==> config.mk <==
export PLATFORM = sky130hd
export DESIGN_NAME = occ_fetch_unit
export DESIGN_NICKNAME = d
export VERILOG_FILES = /design/src/rtl/occ_fetch_unit.sv
export SDC_FILE = /design/constraint.sdc
export NUM_CORES = 1
export LEC_CHECK = 0
export ABC_AREA = 0
export CORE_ASPECT_RATIO = 0.8
export CORE_UTILIZATION = 48
export DETAILED_ROUTE_END_ITERATION = 12
export PLACE_DENSITY = 0.9
export SYNTH_ARGS = -nofsm -noshare
export SYNTH_HDL_FRONTEND = slang
export SYNTH_SLANG_ARGS = --single-unit
==> constraint.sdc <==
create_clock -name clk -period 4.2 [get_ports clk]
set_input_delay 0.84 -clock clk [delete_from_list [all_inputs] [get_ports clk]]
set_output_delay 0.84 -clock clk [all_outputs]
set_load 0.02 [all_outputs]
==> src/rtl/occ_fetch_unit.sv <==
// Occ fetch unit: takes one (k, l) request, reads the symbol's Occ count at k and/or l
// from a ROM with a variable-latency valid, and returns both counts with a timeout flag.
module occ_fetch_unit #(
  parameter int NSYM   = 4,
  parameter int CNT_W  = 8,
  parameter int ADDR_W = 8,
  parameter int TAG_W  = 17,
  parameter int TMO    = 15,
  localparam int SYM_W = (NSYM > 1) ? $clog2(NSYM) : 1
) (
  input  logic                    clk,
  input  logic                    rst_n,
  input  logic                    req_valid,
  output logic                    req_ready,
  input  logic [1:0]              req_mode,
  input  logic [SYM_W-1:0]        req_sym,
  input  logic [ADDR_W-1:0]       req_k,
  input  logic [ADDR_W-1:0]       req_l,
  input  logic [TAG_W-1:0]        req_tag,
  output logic                    ce_rom,
  output logic [ADDR_W-1:0]       addr_rom,
  input  logic [NSYM*CNT_W-1:0]   rom_data,
  input  logic                    rom_valid,
  output logic                    rsp_valid,
  input  logic                    rsp_ready,
  output logic [CNT_W-1:0]        rsp_occ_k,
  output logic [CNT_W-1:0]        rsp_occ_l,
  output logic [TAG_W-1:0]        rsp_tag,
  output logic                    rsp_err
);

  localparam int WAIT_W = (TMO > 0) ? $clog2(TMO + 1) : 1;
  localparam logic [WAIT_W-1:0] TMO_C = WAIT_W'(TMO);

  typedef enum logic [1:0] {IDLE, RD_K, RD_L, RSP} state_t;

  state_t              state_q, state_d;
  logic [SYM_W-1:0]    sym_q;
  logic [ADDR_W-1:0]   k_q, l_q;
  logic [WAIT_W-1:0]   wait_q;
  logic [CNT_W-1:0]    lane;
  logic                timeout;
  logic                ce_d;
  logic [ADDR_W-1:0]   addr_d;

  // Out-of-range symbols (only possible when NSYM is not a power of two) read as 0.
  always_comb begin
    lane = '0;
    for (int s = 0; s < NSYM; s++) begin
      if (sym_q == SYM_W'(s)) lane = rom_data[s*CNT_W +: CNT_W];
    end
  end

  // A valid in the same cycle the counter hits TMO still wins over the timeout.
  assign timeout   = (wait_q == TMO_C) && !rom_valid;
  assign req_ready = rst_n && (state_q == IDLE);
  assign rsp_valid = (state_q == RSP);

  // NOTE: every always_comb output gets a default first, so no path can infer a latch.
  always_comb begin
    state_d = state_q;
    ce_d    = 1'b0;
    addr_d  = '0;
    unique case (state_q)
      IDLE: if (req_valid) begin
        unique case (req_mode)
          2'b10:   state_d = RD_K;
          2'b01:   state_d = RD_L;
          default: state_d = RSP;
        endcase
      end
      RD_K: if (rom_valid || timeout) state_d = RD_L;
      RD_L: if (rom_valid || timeout) state_d = RSP;
      RSP:  if (rsp_ready) state_d = IDLE;
      default: state_d = IDLE;
    endcase
    // ROM controls are registered, so they are computed from the state being entered.
    unique case (state_d)
      RD_K: begin
        ce_d   = 1'b1;
        addr_d = (state_q == IDLE) ? req_k : k_q;
      end
      RD_L: begin
        ce_d   = 1'b1;
        addr_d = (state_q == IDLE) ? req_l : l_q;
      end
      default: ;
    endcase
  end

  // NOTE: sequential state uses non-blocking assignments only; reset is synchronous.
  always_ff @(posedge clk) begin
    if (!rst_n) begin
      state_q   <= IDLE;
      ce_rom    <= 1'b0;
      addr_rom  <= '0;
      wait_q    <= '0;
      sym_q     <= '0;
      k_q       <= '0;
      l_q       <= '0;
      rsp_tag   <= '0;
      rsp_occ_k <= '0;
      rsp_occ_l <= '0;
      rsp_err   <= 1'b0;
    end else begin
      state_q  <= state_d;
      ce_rom   <= ce_d;
      addr_rom <= addr_d;

      if (state_d != state_q)
        wait_q <= '0;
      else if ((state_q == RD_K || state_q == RD_L) && !rom_valid)
        wait_q <= wait_q + 1'b1;

      unique case (state_q)
        IDLE: if (req_valid) begin
          sym_q     <= req_sym;
          k_q       <= req_k;
          l_q       <= req_l;
          rsp_tag   <= req_tag;
          rsp_occ_k <= '0;
          rsp_occ_l <= '0;
          rsp_err   <= 1'b0;
        end
        RD_K: begin
          if (rom_valid) rsp_occ_k <= lane;
          else if (timeout) begin
            rsp_occ_k <= '0;
            rsp_err   <= 1'b1;
          end
        end
        RD_L: begin
          if (rom_valid) rsp_occ_l <= lane;
          else if (timeout) begin
            rsp_occ_l <= '0;
            rsp_err   <= 1'b1;
          end
        end
        default: ;
      endcase
    end
  end

endmodule

==> results.json <==
{
  "tns_ns": 0,
  "crit_type": "input port to output pin",
  "cts_hold_buf": 0,
  "synth_seq_cells": 67,
  "ir_drop_mv": 0.268,
  "tightest_slew_ns": 0.538,
  "hpwl_um": 6010,
  "clk_pin_slew_ns": 0.07,
  "grt_max_degree": 56,
  "run_status": "completed",
  "synthCells": 346,
  "place_congestion": 0.945,
  "n_antenna_cell": 0,
  "area_growth_pct": 41.3,
  "postSynthAreaPerCell_sq_um": 9.43,
  "max_freq_mhz": 342,
  "overflow": 0,
  "maxCapViolations": 0,
  "first_global_vias": 2735,
  "grt_pass1_wl_um": 13100,
  "critPathLaunchType": "input port",
  "initial_utilization_pct": 50.4,
  "cts_root_buf": "clkbuf_8",
  "die-area_sq_um": 7130,
  "cts_sinks": 67,
  "period_needed_ns": 2.92,
  "dr.pass1.iters": 4,
  "worstPathCellList": "clkdlybuf4s50_1, and2_1, clkdlybuf4s50_1",
  "cp_top_family": "buffers and inverters",
  "grt_usage_pct": 24.3,
  "crit_path_frequent_cell": "clkdlybuf4s50_1",
  "drc": 0,
  "fin_skew_ns": 0.00930,
  "ios": 119,
  "hp-class": "register to register",
  "core_area_sq_um": 6470,
  "ys_dominant_reg_cell": "dfxtp_1",
  "routed_via_density": 5.22,
  "slew_viol_final": 0,
  "numCtsBuffers": 9,
  "clock_latency_ns": 0.35,
  "routedWlPerCell_um": 15.4,
  "io_buffer_count": 118,
  "vias": 2827,
  "wirelength_um": 8340,
  "antenna_found_initial": 0,
  "dp.cells": 526,
  "die_h_um": 75.7,
  "synthArstFlopShare_pct": 0,
  "syn_area_sq_um": 3260,
  "synth.net_count": 427,
  "post_cts_buffers": 0,
  "worstPathArrival_ns": 2.08,
  "synth-warning-count": 0,
  "htree_levels": 3,
  "cp_slowest_cell": "clkdlybuf4s50_1",
  "p_leak_uw": 0.00167,
  "final_core_util_pct": 71.2,
  "synth_edf_count": 0,
  "fp-row-count": 26,
  "rsz0062_at_grt": "no",
  "synth_cell_types": 43,
  "finalSetupViolCount": 0,
  "nNetsFinal": 534,
  "stdcell_count": 542,
  "hold_viol": 0,
  "cp_data_required_time_ns": 3.36,
  "ys_seq_area_share_pct": 41.1,
  "post-route-period-util_pct": 69.5,
  "end_kind": "output pin",
  "drive_gt1_share_pct": 12.9,
  "max_stage_delay_ns": 0.60,
  "powerDensity_nw_per_um2": 420,
  "drt_iter0_markers": 134,
  "crit_buf_inv": 2,
  "ant_nets": 0,
  "worstPathMaxFanout": 4,
  "ctsResizeCount": 0,
  "die_w_um": 94.2,
  "max_slew_margin_pct": 64.0,
  "clk_path_buf_depth": 2,
  "cts_tree": "built"
}
cell type report:
cell class	count	area [sq um]
tap	84	105
clock buffer	10	138
inverter	7	26.3
fill	479	1860
sequential	67	1340
clock inverter	6	41.3
multi-input combinational	247	1760
timing repair buffer	121	1200
per-layer routing:
metal | share of wire [%] | global-route usage (%)
met5 | 0 | 0
met1 | 45 | 31.9
met2 | 48 | 39.1
met4 | 0.97 | 6.32
met3 | 5.3 | 7.58
tightest hold or removal path, cell delays in order (launching register included):
cell,delay (ns)
dfxtp_1,0.31
nand2_1,0.04
a21boi_0,0.06
kinds of logic (layout without fill, tap and decap cells):
logic type | after synthesis | in the layout | share of synthesized area, %
AO/OA/AOI/OAI | 79 | 79 | 19.3
XOR/XNOR | 3 | 3 | 0.805
adder cells (fa/ha/maj) | 7 | 7 | 2.68
buffers and inverters | 32 | 144 | 5.10
flip-flops | 67 | 67 | 41.1
multiplexers | 25 | 25 | 11.3
AND/OR/NAND/NOR | 133 | 133 | 19.7
power by group:
group | leakage, uW | internal, uW | switching, uW
Combinational | 0.00104 | 334 | 374
Sequential | 0.000546 | 703 | 44.0
Clock | 0.0000843 | 229 | 255
final timing paths:
path                from  cells past startpoint  slack, ns           to
min reg2reg  rsp_tag[11]                      2       0.46  rsp_tag[11]
min          rsp_tag[11]                      2       0.46  rsp_tag[11]
max                rst_n                      3       1.28    req_ready
max reg2reg   state_q[0]                      9       1.44  addr_rom[3]
sequential cells by signal (all words and copies together), names as in the netlist:
| register | count |
|---|---|
| k_q | 8 |
| l_q | 8 |
| rsp_occ_l | 8 |
| addr_rom | 8 |
| ce_rom | 1 |
| rsp_occ_k | 8 |
| wait_q | 4 |
| state_q | 2 |
| rsp_tag | 17 |
| rsp_err | 1 |
| sym_q | 2 |
cell usage in the layout, fill, tap and decap left out, types with 2 or more instances in the layout:
cell type,synthesis,routed
a21boi_0,36,36
a21oi_1,2,2
a22oi_1,22,22
a22oi_2,2,2
and2_1,5,5
and2_4,7,7
and3_1,3,3
buf_4,0,3
clkbuf_8,0,10
clkdlybuf4s50_1,0,118
clkinv_2,0,2
clkinvlp_4,0,3
dfxtp_1,67,67
ha_1,7,7
inv_1,7,7
mux2_2,16,16
mux4_2,8,8
nand2_1,75,75
nand2b_1,4,4
nor2_1,9,9
nor2b_1,20,20
nor3_1,4,4
o21ai_0,4,4
o21ai_1,2,2
xor2_1,2,2
synthesized netlist by cell type, types with 5 or more instances:
cell type	number	area share (%)
nand2_1	75	8.6
and2_1	5	0.96
ha_1	7	2.7
and2_4	7	1.9
buf_2	12	1.8
dfxtp_1	67	41
a21boi_0	36	8.3
nor2_1	9	1.0
nor2b_1	20	3.8
mux4_2	8	5.5
mux2_2	16	5.5
inv_1	7	0.81
a22oi_1	22	5.1
clkbuf_1	8	0.92
metrics by stage:
step	total power, uW	worst slack (ns)	area (sq um)	hold WS (ns)
2_1_floorplan	1230	1.77	3260	0.441
3_3_place_gp	1440	1.19	4430	0.448
3_5_place_dp	1460	1.00	4430	0.456
4_1_cts	1950	1.27	4610	0.466
5_1_grt	2050	1.21	4610	0.487
6_report	1940	1.28	4610	0.463
Power figures use the tool's default switching activity.
